**src/rtl/mem_access_sequencer_pkg.sv**
```systemverilog
// Shared types and defaults for the memory access sequencer.
// Imported by the interface, the sequencer top and its timeout counter.
package mem_access_sequencer_pkg;

    typedef enum logic [1:0] {
        IDLE = 2'd0,
        BUSY = 2'd1,
        DONE = 2'd2
    } state_e;

    localparam logic FETCH = 1'b0;
    localparam logic DATA  = 1'b1;

    localparam int DEF_ADDR_W  = 32;
    localparam int DEF_DATA_W  = 32;
    localparam int DEF_TIMEOUT = 64;

endpackage

```
**src/rtl/mem_access_sequencer_if.sv**
```systemverilog
// CPU-side strobes and memory bus of the sequencer in one bundle.
// master = sequencer, slave = control FSM plus memory.
interface mem_access_sequencer_if
    import mem_access_sequencer_pkg::*;
#(
    parameter int ADDR_W = DEF_ADDR_W,
    parameter int DATA_W = DEF_DATA_W
);

    logic              cpu_read;
    logic              cpu_write;
    logic              cpu_iord;
    logic [ADDR_W-1:0] cpu_addr;
    logic [DATA_W-1:0] cpu_wdata;
    logic              stall;
    logic              ir_load;
    logic              mdr_load;
    logic [DATA_W-1:0] rdata_q;
    logic              mem_req;
    logic              mem_we;
    logic [ADDR_W-1:0] mem_addr;
    logic [DATA_W-1:0] mem_wdata;
    logic              mem_ack;
    logic [DATA_W-1:0] mem_rdata;
    logic              bus_error;

    modport master (
        input  cpu_read, cpu_write, cpu_iord,
        input  cpu_addr, cpu_wdata,
        input  mem_ack, mem_rdata,
        output stall, ir_load, mdr_load, rdata_q,
        output mem_req, mem_we, mem_addr, mem_wdata,
        output bus_error
    );

    modport slave (
        output cpu_read, cpu_write, cpu_iord,
        output cpu_addr, cpu_wdata,
        output mem_ack, mem_rdata,
        input  stall, ir_load, mdr_load, rdata_q,
        input  mem_req, mem_we, mem_addr, mem_wdata,
        input  bus_error
    );

endinterface

```
**src/rtl/mem_timeout_counter.sv**
```systemverilog
// Counts BUSY cycles; expired flags the last allowed cycle.
module mem_timeout_counter
    import mem_access_sequencer_pkg::*;
#(
    parameter int TIMEOUT = DEF_TIMEOUT
) (
    input  logic clk,
    input  logic reset,
    input  logic clr,
    input  logic en,
    output logic expired
);

    localparam int W = $clog2(TIMEOUT);
    localparam logic [W-1:0] LAST = W'(TIMEOUT - 1);

    logic [W-1:0] cnt_q, cnt_d;

    always_comb begin
        cnt_d = cnt_q;
        if (clr) begin
            cnt_d = '0;
        end else if (en) begin
            cnt_d = cnt_q + W'(1);
        end
    end

    always_ff @(posedge clk or negedge reset) begin
        if (!reset) begin
            cnt_q <= '0;
        end else begin
            cnt_q <= cnt_d;
        end
    end

    assign expired = en & (cnt_q == LAST);

endmodule

```
**src/rtl/mem_access_sequencer.sv**
```systemverilog
// Turns level-held mem_read/mem_write strobes into single req/ack
// transactions, stalling the control FSM and pulsing IR/MDR loads.
module mem_access_sequencer
    import mem_access_sequencer_pkg::*;
#(
    parameter int ADDR_W  = DEF_ADDR_W,
    parameter int DATA_W  = DEF_DATA_W,
    parameter int TIMEOUT = DEF_TIMEOUT
) (
    input  logic                   clk,
    input  logic                   reset,
    mem_access_sequencer_if.master bus
);

    state_e            state_q, state_d;
    logic              req_q, req_d;
    logic              we_q, we_d;
    logic [ADDR_W-1:0] addr_q, addr_d;
    logic [DATA_W-1:0] wdata_q, wdata_d;
    logic              iord_q, iord_d;
    logic              abort_q, abort_d;
    logic              err_q, err_d;
    logic [DATA_W-1:0] rdata_q, rdata_d;
    logic              cpu_req;
    logic              expired;
    logic              done;

    assign cpu_req = bus.cpu_read | bus.cpu_write;

    mem_timeout_counter #(
        .TIMEOUT(TIMEOUT)
    ) u_tmo (
        .clk    (clk),
        .reset  (reset),
        .clr    (state_q != BUSY),
        .en     (state_q == BUSY),
        .expired(expired)
    );

    always_comb begin
        state_d = state_q;
        req_d   = req_q;
        we_d    = we_q;
        addr_d  = addr_q;
        wdata_d = wdata_q;
        iord_d  = iord_q;
        abort_d = abort_q;
        err_d   = err_q;
        rdata_d = rdata_q;
        unique case (state_q)
            IDLE: begin
                if (cpu_req) begin
                    state_d = BUSY;
                    req_d   = 1'b1;
                    we_d    = bus.cpu_write;
                    addr_d  = bus.cpu_addr;
                    wdata_d = bus.cpu_wdata;
                    iord_d  = bus.cpu_iord;
                    abort_d = 1'b0;
                    // read+write together is executed as a write
                    if (bus.cpu_read & bus.cpu_write) begin
                        err_d = 1'b1;
                    end
                end
            end
            BUSY: begin
                if (bus.mem_ack) begin
                    state_d = DONE;
                    req_d   = 1'b0;
                    if (!we_q) begin
                        rdata_d = bus.mem_rdata;
                    end
                end else if (expired) begin
                    state_d = DONE;
                    req_d   = 1'b0;
                    err_d   = 1'b1;
                    abort_d = 1'b1;
                end
            end
            DONE: state_d = IDLE;
            default: state_d = IDLE;
        endcase
    end

    always_ff @(posedge clk or negedge reset) begin
        if (!reset) begin
            state_q <= IDLE;
            req_q   <= 1'b0;
            we_q    <= 1'b0;
            addr_q  <= '0;
            wdata_q <= '0;
            iord_q  <= FETCH;
            abort_q <= 1'b0;
            err_q   <= 1'b0;
            rdata_q <= '0;
        end else begin
            state_q <= state_d;
            req_q   <= req_d;
            we_q    <= we_d;
            addr_q  <= addr_d;
            wdata_q <= wdata_d;
            iord_q  <= iord_d;
            abort_q <= abort_d;
            err_q   <= err_d;
            rdata_q <= rdata_d;
        end
    end

    assign done = (state_q == DONE) & ~we_q & ~abort_q;

    assign bus.stall     = ((state_q == IDLE) & cpu_req)
                         | (state_q == BUSY);
    assign bus.ir_load   = done & (iord_q == FETCH);
    assign bus.mdr_load  = done & (iord_q == DATA);
    assign bus.rdata_q   = rdata_q;
    assign bus.mem_req   = req_q;
    assign bus.mem_we    = we_q;
    assign bus.mem_addr  = addr_q;
    assign bus.mem_wdata = wdata_q;
    assign bus.bus_error = err_q;

endmodule

```
**src/flat_wrapper.sv**
```systemverilog
// flat-port wrapper written by rule: the top's interface ports become plain ports
module mem_access_sequencer_flat import mem_access_sequencer_pkg::*;
#(
    parameter int ADDR_W  = DEF_ADDR_W,
    parameter int DATA_W  = DEF_DATA_W,
    parameter int TIMEOUT = DEF_TIMEOUT
)
  (clk, reset, bus_cpu_read, bus_cpu_write, bus_cpu_iord, bus_cpu_addr, bus_cpu_wdata, bus_mem_ack, bus_mem_rdata, bus_stall, bus_ir_load, bus_mdr_load, bus_rdata_q, bus_mem_req, bus_mem_we, bus_mem_addr, bus_mem_wdata, bus_bus_error);
  mem_access_sequencer_if #(.ADDR_W(ADDR_W), .DATA_W(DATA_W)) bus_i ();
  input  logic clk;
  input  logic reset;
  input wire logic [$bits(bus_i.cpu_read)-1:0] bus_cpu_read;
  input wire logic [$bits(bus_i.cpu_write)-1:0] bus_cpu_write;
  input wire logic [$bits(bus_i.cpu_iord)-1:0] bus_cpu_iord;
  input wire logic [$bits(bus_i.cpu_addr)-1:0] bus_cpu_addr;
  input wire logic [$bits(bus_i.cpu_wdata)-1:0] bus_cpu_wdata;
  input wire logic [$bits(bus_i.mem_ack)-1:0] bus_mem_ack;
  input wire logic [$bits(bus_i.mem_rdata)-1:0] bus_mem_rdata;
  output wire logic [$bits(bus_i.stall)-1:0] bus_stall;
  output wire logic [$bits(bus_i.ir_load)-1:0] bus_ir_load;
  output wire logic [$bits(bus_i.mdr_load)-1:0] bus_mdr_load;
  output wire logic [$bits(bus_i.rdata_q)-1:0] bus_rdata_q;
  output wire logic [$bits(bus_i.mem_req)-1:0] bus_mem_req;
  output wire logic [$bits(bus_i.mem_we)-1:0] bus_mem_we;
  output wire logic [$bits(bus_i.mem_addr)-1:0] bus_mem_addr;
  output wire logic [$bits(bus_i.mem_wdata)-1:0] bus_mem_wdata;
  output wire logic [$bits(bus_i.bus_error)-1:0] bus_bus_error;
  assign bus_i.cpu_read = bus_cpu_read;
  assign bus_i.cpu_write = bus_cpu_write;
  assign bus_i.cpu_iord = bus_cpu_iord;
  assign bus_i.cpu_addr = bus_cpu_addr;
  assign bus_i.cpu_wdata = bus_cpu_wdata;
  assign bus_i.mem_ack = bus_mem_ack;
  assign bus_i.mem_rdata = bus_mem_rdata;
  assign bus_stall = bus_i.stall;
  assign bus_ir_load = bus_i.ir_load;
  assign bus_mdr_load = bus_i.mdr_load;
  assign bus_rdata_q = bus_i.rdata_q;
  assign bus_mem_req = bus_i.mem_req;
  assign bus_mem_we = bus_i.mem_we;
  assign bus_mem_addr = bus_i.mem_addr;
  assign bus_mem_wdata = bus_i.mem_wdata;
  assign bus_bus_error = bus_i.bus_error;
  mem_access_sequencer #(.ADDR_W(ADDR_W), .DATA_W(DATA_W), .TIMEOUT(TIMEOUT)) u_core (.clk(clk), .reset(reset), .bus(bus_i));
endmodule
```
**config.mk**
```make
export PLATFORM = sky130hd
export DESIGN_NAME = mem_access_sequencer_flat
export DESIGN_NICKNAME = d
export VERILOG_FILES = /design/src/rtl/mem_access_sequencer_pkg.sv /design/src/rtl/mem_access_sequencer_if.sv /design/src/rtl/mem_timeout_counter.sv /design/src/rtl/mem_access_sequencer.sv /design/src/flat_wrapper.sv
export SDC_FILE = /design/constraint.sdc
export NUM_CORES = 1
export LEC_CHECK = 0
export ABC_CLOCK_PERIOD_IN_PS = 3700
export BUFFER_PORTS_ARGS = -buffer_cell sky130_fd_sc_hd__buf_2
export CORE_ASPECT_RATIO = 0.9
export CORE_MARGIN = 2
export CORE_UTILIZATION = 49
export DETAILED_ROUTE_END_ITERATION = 8
export PLACE_DENSITY_LB_ADDON = 0.1
export SKIP_LAST_GASP = 1
export SLEW_MARGIN = 15
export SYNTH_ARGS = -nofsm -noshare
export SYNTH_HDL_FRONTEND = slang
export SYNTH_SLANG_ARGS = --single-unit
export TNS_END_PERCENT = 5
```
**constraint.sdc**
```tcl
create_clock -name clk -period 3.7 [get_ports clk]
set_input_delay 0.74 -clock clk [delete_from_list [all_inputs] [get_ports clk]]
set_output_delay 0.74 -clock clk [all_outputs]
set_load 0.05 [all_outputs]
```
==> impl_metrics.env, run 1 <==
export IMPL_outcome="completed"
export IMPL_ant_nets=0
export IMPL_hold_viol=0
export IMPL_numCtsBuffers=9
export IMPL_synthesis_area_sq_mm=0.00417
export IMPL_antenna_found_initial=0
export IMPL_synth_warning_count=0
export IMPL_insertion_delay_ns=0.35
export IMPL_postCtsResizedCells=0
export IMPL_cts_max_path_buffers=2
export IMPL_fin_crit_ns=2.36
export IMPL_rows=31
export IMPL_syn_inst=254
export IMPL_nNetsFinal=563
export IMPL_postCtsSetupRepairBufs=0
export IMPL_path_max_fanout=4
export IMPL_dp_hpwl_mm=6.34
export IMPL_cts_reportedPaths_clkPinSlew_ns=0.09
export IMPL_gp_congestion=0.720
export IMPL_placed_cell_area_sq_mm=0.00525
export IMPL_drt_iter0_drc=47
export IMPL_synth_area_leaders="dfrtp_1, mux2_2, buf_6"
export IMPL_die_w_um=101
export IMPL_worstMarginPinSlew_ns=0.777
export IMPL_start_util=0.512
export IMPL_min_path_type="primary input to asynchronous set/reset pin"
export IMPL_place_inst=548
export IMPL_relSlewSlack=0.482
export IMPL_synth_top_area_share=0.654
export IMPL_clockRootBuffer="clkbuf_8"
export IMPL_cts_hold_buf=0
export IMPL_synth_top_cells_by_count="dfrtp_1, mux2_2, buf_6, nor2_1, nand2_1"
export IMPL_timing_fmax_mhz=424
export IMPL_num_io_pins=204
export IMPL_core_area_sq_mm=0.00815
export IMPL_grt_pass1_wl_mm=13.5
export IMPL_n_antenna_cell=0
export IMPL_ys_seq_area_frac=0.654
export IMPL_synth_edf_count=0
export IMPL_drive_above_1_share=0.677
export IMPL_cts_num_sinks=109
export IMPL_final_setup_tns_ns=0
export IMPL_r2r_start="u_core.state_q[0]$_DFFE_PN0P_"
export IMPL_grt_max_degree=63
export IMPL_first_pass_iters=4
export IMPL_wl_mm=8.47
export IMPL_rsz0062_at_grt="false"
export IMPL_route_detailed_drc=0
export IMPL_fin_area_sq_mm=0.00541
export IMPL_grt_total_usage=0.188
export IMPL_cts_max_level=3
export IMPL_grt_overflow_total=0
export IMPL_worst_clock_skew_ns=0.00819
export IMPL_netlist_cell_type_count=29
export IMPL_routedWlPerCell_um=15.0
export IMPL_viasPerCell=4.92
export IMPL_crit_path_start_kind="flop"
export IMPL_die_area_sq_mm=0.00927
export IMPL_synth_ff_type="dfrtp_1"
export IMPL_arrival_ns=1.62
export IMPL_yosysTopAreaCell="dfrtp_1"
export IMPL_die_y_um=91.5
export IMPL_critical_path_startpoint="u_core.state_q[0]$_DFFE_PN0P_"
export IMPL_yosysMostFrequentCell="dfrtp_1"
export IMPL_portBuffers=203
export IMPL_crit_path_end_kind="output pin"
export IMPL_synth_ff_latch_count=109
export IMPL_tritoncts="yes"
export IMPL_drv_slew=0
export IMPL_vias=2774
export IMPL_max_cap_viol_count=0
export IMPL_syn_num_nets=357
export IMPL_crit_type="flop to output pin"
export IMPL_required_ns=2.96
export IMPL_rrSetupSlack_ns=1.55
export IMPL_grt_pass1_vias=2852
export IMPL_final_cells=564
export IMPL_synth_async_reset_ratio=1.00
export IMPL_avgSynthCellArea_sq_um=16.4
export IMPL_setup_violations=0
export IMPL_hold_ws_ns=0.380
export IMPL_syn2layout_area_growth_pct=29.8
export IMPL_post_route_period_util=0.638
## placed cells by master, fill, tap and decap left out
| cell type | instances |
|---|---|
| or2b_1 | 1 |
| nor2b_1 | 1 |
| a22o_1 | 1 |
| buf_12 | 2 |
| and2_1 | 2 |
| mux2_2 | 94 |
| buf_4 | 2 |
| mux2_1 | 3 |
| nand2_1 | 4 |
| o21bai_1 | 1 |
| clkinvlp_4 | 2 |
| xnor2_1 | 1 |
| or3_1 | 1 |
| nor4_1 | 2 |
| nand3_1 | 3 |
| a21o_1 | 1 |
| clkinv_2 | 2 |
| a21oi_1 | 1 |
| dfrtp_1 | 109 |
| o21a_2 | 1 |
| a311o_1 | 1 |
| ha_1 | 1 |
| nor4b_1 | 1 |
| clkbuf_1 | 3 |
| a2bb2oi_1 | 1 |
| o31ai_1 | 1 |
| nand2b_1 | 1 |
| nor3b_4 | 1 |
| clkbuf_8 | 9 |
| nor2_1 | 6 |
| buf_2 | 202 |
| o21ai_0 | 2 |
| xor2_1 | 2 |
## routing by layer
layer	vias up	part of all wire	global-route usage	routed length (um)
met5	-	0	0	0
met2	129	0.48	0.307	4080
met3	14	0.11	0.0855	906
met4	0	0.015	0.0597	130
li1	1300	-	-	-
met1	1331	0.40	0.219	3360
## critical path: stages, from the launching register on
cell,delay [ns]
dfrtp_1,0.41
or2b_1,0.24
nor4b_1,0.30
buf_2,0.32
## per-stage QoR
step                worst slack, ns  utilization
detailed placement             1.36        0.645
floorplan                     0.616            -
finish                         1.34        0.665
CTS                            1.31        0.665
global placement               1.39        0.645
global route                   1.26        0.665
## kinds of logic after synthesis
logic type,count (synthesis),share of synthesized area
buffers and inverters,11,0.0258
adders and majority gates,1,0.00300
and+or+nand+nor,23,0.0315
muxes,97,0.262
AOI/OAI and AO/OA,10,0.0174
DFF,109,0.654
xor gates and xnor gates,3,0.00630
## cell type report
cell class	count	area [sq um]
Clock inverter	4	25.0
Timing Repair Buffer	206	1070
Clock buffer	12	135
Multi-Input combinational cell	134	1340
Fill cell	647	2730
Tap cell	99	124
Sequential cell	109	2730
## worst paths after layout
kind / end / cells past startpoint
min in group clk: u_core.bus.rdata_q[5]$_DFFE_PN0P_ / 1
min: u_core.bus.rdata_q[14]$_DFFE_PN0P_ / 1
min reg2reg: u_core.bus.rdata_q[5]$_DFFE_PN0P_ / 1
max reg2reg: u_core.bus.mem_wdata[24]$_DFFE_PN0P_ / 4
max: bus_mdr_load / 3
max in group asynchronous: u_core.bus.mem_addr[20]$_DFFE_PN0P_ / 2
## state kept, by name, indices dropped and copies added, names as in the netlist, 2 cells and up
register / flops
u_core.bus.rdata_q: 32
u_core.bus.mem_wdata: 32
u_core.u_tmo.cnt_q: 6
u_core.bus.mem_addr: 32
u_core.state_q: 2
Power of run 1 is not shown: default switching activity piles up to over one toggle a cycle in this logic, so the estimate is an artifact.
==> inputs of run 2 (changes only) <==
--- a/config.mk
+++ b/config.mk
@@ -5,11 +5,12 @@
 export SDC_FILE = /design/constraint.sdc
 export NUM_CORES = 1
 export LEC_CHECK = 0
-export ABC_CLOCK_PERIOD_IN_PS = 3700
+export ABC_AREA = 1
+export ABC_CLOCK_PERIOD_IN_PS = 1890
 export BUFFER_PORTS_ARGS = -buffer_cell sky130_fd_sc_hd__buf_2
 export CORE_ASPECT_RATIO = 0.9
 export CORE_MARGIN = 2
-export CORE_UTILIZATION = 49
+export CORE_UTILIZATION = 42
 export DETAILED_ROUTE_END_ITERATION = 8
 export PLACE_DENSITY_LB_ADDON = 0.1
 export SKIP_LAST_GASP = 1
==> constraint.sdc (replaced) <==
create_clock -name clk -period 1.89 [get_ports clk]
set_input_delay 0.378 -clock clk [delete_from_list [all_inputs] [get_ports clk]]
set_output_delay 0.378 -clock clk [all_outputs]
set_load 0.05 [all_outputs]
==> impl_metrics.env, run 2 <==
export IMPL_outcome="completed"
export IMPL_crit_slowest_cell="dfrtp_1"
export IMPL_max_stage_delay_ns=0.45
export IMPL_numCtsBuffers=9
export IMPL_synth_top_cells_by_count="nand2_1, dfrtp_1, inv_1, o21ai_2, o21ai_1"
export IMPL_cp_top_family="flip-flops"
export IMPL_start_util=0.428
export IMPL_cts_num_sinks=109
export IMPL_layout_commonest_cell="nand2_1"
export IMPL_yosysTopAreaCell="dfrtp_1"
export IMPL_route_detailed_drc=0
export IMPL_rows=35
export IMPL_synth_async_reset_ratio=1.00
export IMPL_die_w_um=111
export IMPL_final_cell_mix="nand2_1, buf_2, dfrtp_1, inv_1"
export IMPL_cts_max_path_buffers=2
export IMPL_leakagePower_nw=3.43
export IMPL_final_setup_tns_ns=0
export IMPL_worstMarginPinSlew_ns=0.463
export IMPL_grt_max_degree=61
export IMPL_synth_ff_type="dfrtp_1"
export IMPL_n_fill_cell=918
export IMPL_fin_crit_ns=1.76
export IMPL_synth_warning_count=0
export IMPL_setup_violations=0
export IMPL_cp_num_buf_inv=1
export IMPL_relSlewSlack=0.691
export IMPL_drv_slew=0
export IMPL_synth_edf_count=0
export IMPL_grt_pass1_vias=3399
export IMPL_insertion_delay_ns=0.34
export IMPL_viasPerCell=4.48
export IMPL_portBuffers=203
export IMPL_netlist_cell_type_count=18
export IMPL_min_path_type="primary input to flop"
export IMPL_synthesis_area_sq_mm=0.00435
export IMPL_cts_reportedPaths_clkPinSlew_ns=0.07
export IMPL_core_area_sq_mm=0.0102
export IMPL_first_pass_iters=4
export IMPL_drive_above_1_share=0.361
export IMPL_die_y_um=101
export IMPL_power_density_mw_per_mm2=2210
export IMPL_wl_mm=10.4
export IMPL_syn_num_nets=577
export IMPL_synth_top_area_share=0.627
export IMPL_grt_pass1_wl_mm=16.6
export IMPL_r2r_start="u_core.state_q[0]$_DFFE_PN0P_"
export IMPL_grt_total_usage=0.185
export IMPL_reg2reg_depth=7
export IMPL_ys_seq_area_frac=0.627
export IMPL_dp_hpwl_mm=7.44
export IMPL_path_max_fanout=9
export IMPL_max_cap_viol_count=0
export IMPL_synth_ff_latch_count=109
export IMPL_vdd_ir_drop_worst_v=0.00136
export IMPL_cts_max_level=3
export IMPL_die_area_sq_mm=0.0112
export IMPL_rsz0062_at_grt="false"
export IMPL_cp_cell_sequence="nor2_2 > o21ai_4 > nand2_1 > buf_4"
export IMPL_timing_fmax_mhz=570
export IMPL_crit_path_end_kind="output pin"
export IMPL_min_delay_start="bus_cpu_addr[11]"
export IMPL_ant_nets=0
export IMPL_antenna_found_initial=0
export IMPL_num_io_pins=204
export IMPL_crit_type="flop to output pin"
export IMPL_required_ns=1.51
export IMPL_hold_viol=0
export IMPL_utilization=0.573
export IMPL_syn2layout_area_growth_pct=34.0
export IMPL_whs_endpoint="u_core.bus.mem_addr[11]$_DFFE_PN0P_"
export IMPL_routedWlPerCell_um=12.8
export IMPL_tritoncts="yes"
export IMPL_r2r_end="u_core.bus.rdata_q[0]$_DFFE_PN0P_"
export IMPL_arrival_ns=1.38
export IMPL_avgSynthCellArea_sq_um=9.17
export IMPL_vias=3632
export IMPL_syn_inst=474
export IMPL_grt_overflow_total=0
export IMPL_nNetsFinal=780
export IMPL_yosysMostFrequentCell="nand2_1"
export IMPL_synth_area_leaders="dfrtp_1, nand2_1, inv_1"
export IMPL_drt_iter0_drc=155
export IMPL_clockRootBuffer="clkbuf_16"
export IMPL_n_antenna_cell=0
export IMPL_crit_path_start_kind="flop"
export IMPL_worst_clock_skew_ns=0.00665
export IMPL_rrSetupSlack_ns=0.31
export IMPL_holdPathStages=3
export IMPL_post_route_period_util=0.929
export IMPL_gp_congestion=0.801
-- run 2: logic make-up (layout without fill, tap and decap cells) --
logic type               Yosys count  in the layout  synth area share
AO/OA/AOI/OAI                     44             44            0.0653
XOR/XNOR                           1              1           0.00201
adder cells (fa/ha/maj)            1              1           0.00288
buffers and inverters             62            270            0.0737
flip-flops                       109            109             0.627
AND/OR/NAND/NOR                  257            257             0.229
-- run 2: layout make-up --
class                           count  area, sq um  share of cell area
Sequential cell                   109         2730               0.468
Multi-Input combinational cell    303         1310               0.224
Timing Repair Buffer              212         1170               0.200
Clock buffer                       13          260              0.0447
Tap cell                          129          161              0.0277
Inverter                           42          158              0.0271
Clock inverter                      3         43.8             0.00752
-- run 2: how the worst max path moves through the flow --
stage	start	to	cells past startpoint
floorplan	u_core.bus.mem_we$_DFFE_PN0P_	bus_ir_load	3
global placement	u_core.state_q[1]$_DFFE_PN0P_	u_core.bus.rdata_q[4]$_DFFE_PN0P_	5
detailed placement	u_core.state_q[1]$_DFFE_PN0P_	u_core.bus.rdata_q[31]$_DFFE_PN0P_	5
CTS	u_core.state_q[1]$_DFFE_PN0P_	bus_stall	4
global route	u_core.state_q[1]$_DFFE_PN0P_	bus_stall	4
finish	u_core.state_q[1]$_DFFE_PN0P_	bus_stall	4
-- run 2: layer usage --
metal / routed length, um / GRT usage / part of all wire / up-vias
met4: 189 / 0.0636 / 0.018 / 0
met2: 4660 / 0.289 / 0.45 / 138
met1: 4820 / 0.251 / 0.46 / 1644
li1: - / - / - / 1837
met3: 716 / 0.0541 / 0.069 / 13
met5: 0 / 0 / 0 / -
-- run 2: timing repair --
action,4_1_cts,5_1_grt
setup endpoints to repair,1,1
setup buffers,0,1
resized for setup,1,0
hold endpoints to repair,32,0
hold buffers,1,0
pin swaps,0,1
-- run 2: stage by stage --
| stage | hold slack (ns) | instance area (sq um) | power (mW) | std cells | setup WS, ns |
|---|---|---|---|---|---|
| after floorplan | 0.0824 | 4350 | 9.34 | 474 | 0.0567 |
| after global placement | 0.363 | 5500 | 10.9 | 793 | 0.394 |
| after detailed placement | 0.361 | 5500 | 11.0 | 793 | 0.325 |
| after CTS | 0.212 | 5820 | 13.0 | 810 | 0.0520 |
| after global routing | 0.224 | 5820 | 13.6 | 811 | 0.0581 |
| final | 0.223 | 5820 | 12.9 | 811 | 0.134 |
-- run 2: worst reg2reg max path: cells and delay by family, from the launching register on --
| family | cells | cell delay, ns |
|---|---|---|
| buffers and inverters | 3 | 0.56 |
| AND/OR/NAND/NOR | 3 | 0.49 |
| flip-flops | 1 | 0.36 |
| AO/OA/AOI/OAI | 1 | 0.07 |
-- run 2: power breakdown --
part	internal [mW]	total, mW	switching, mW	leakage, nW
logic	1.58	7.02	5.44	1.92
clock network	1.10	1.91	0.806	0.150
registers	3.40	3.95	0.552	1.35
total	6.08	12.9	6.80	3.43
No activity file was read; power rests on OpenSTA's default activity.
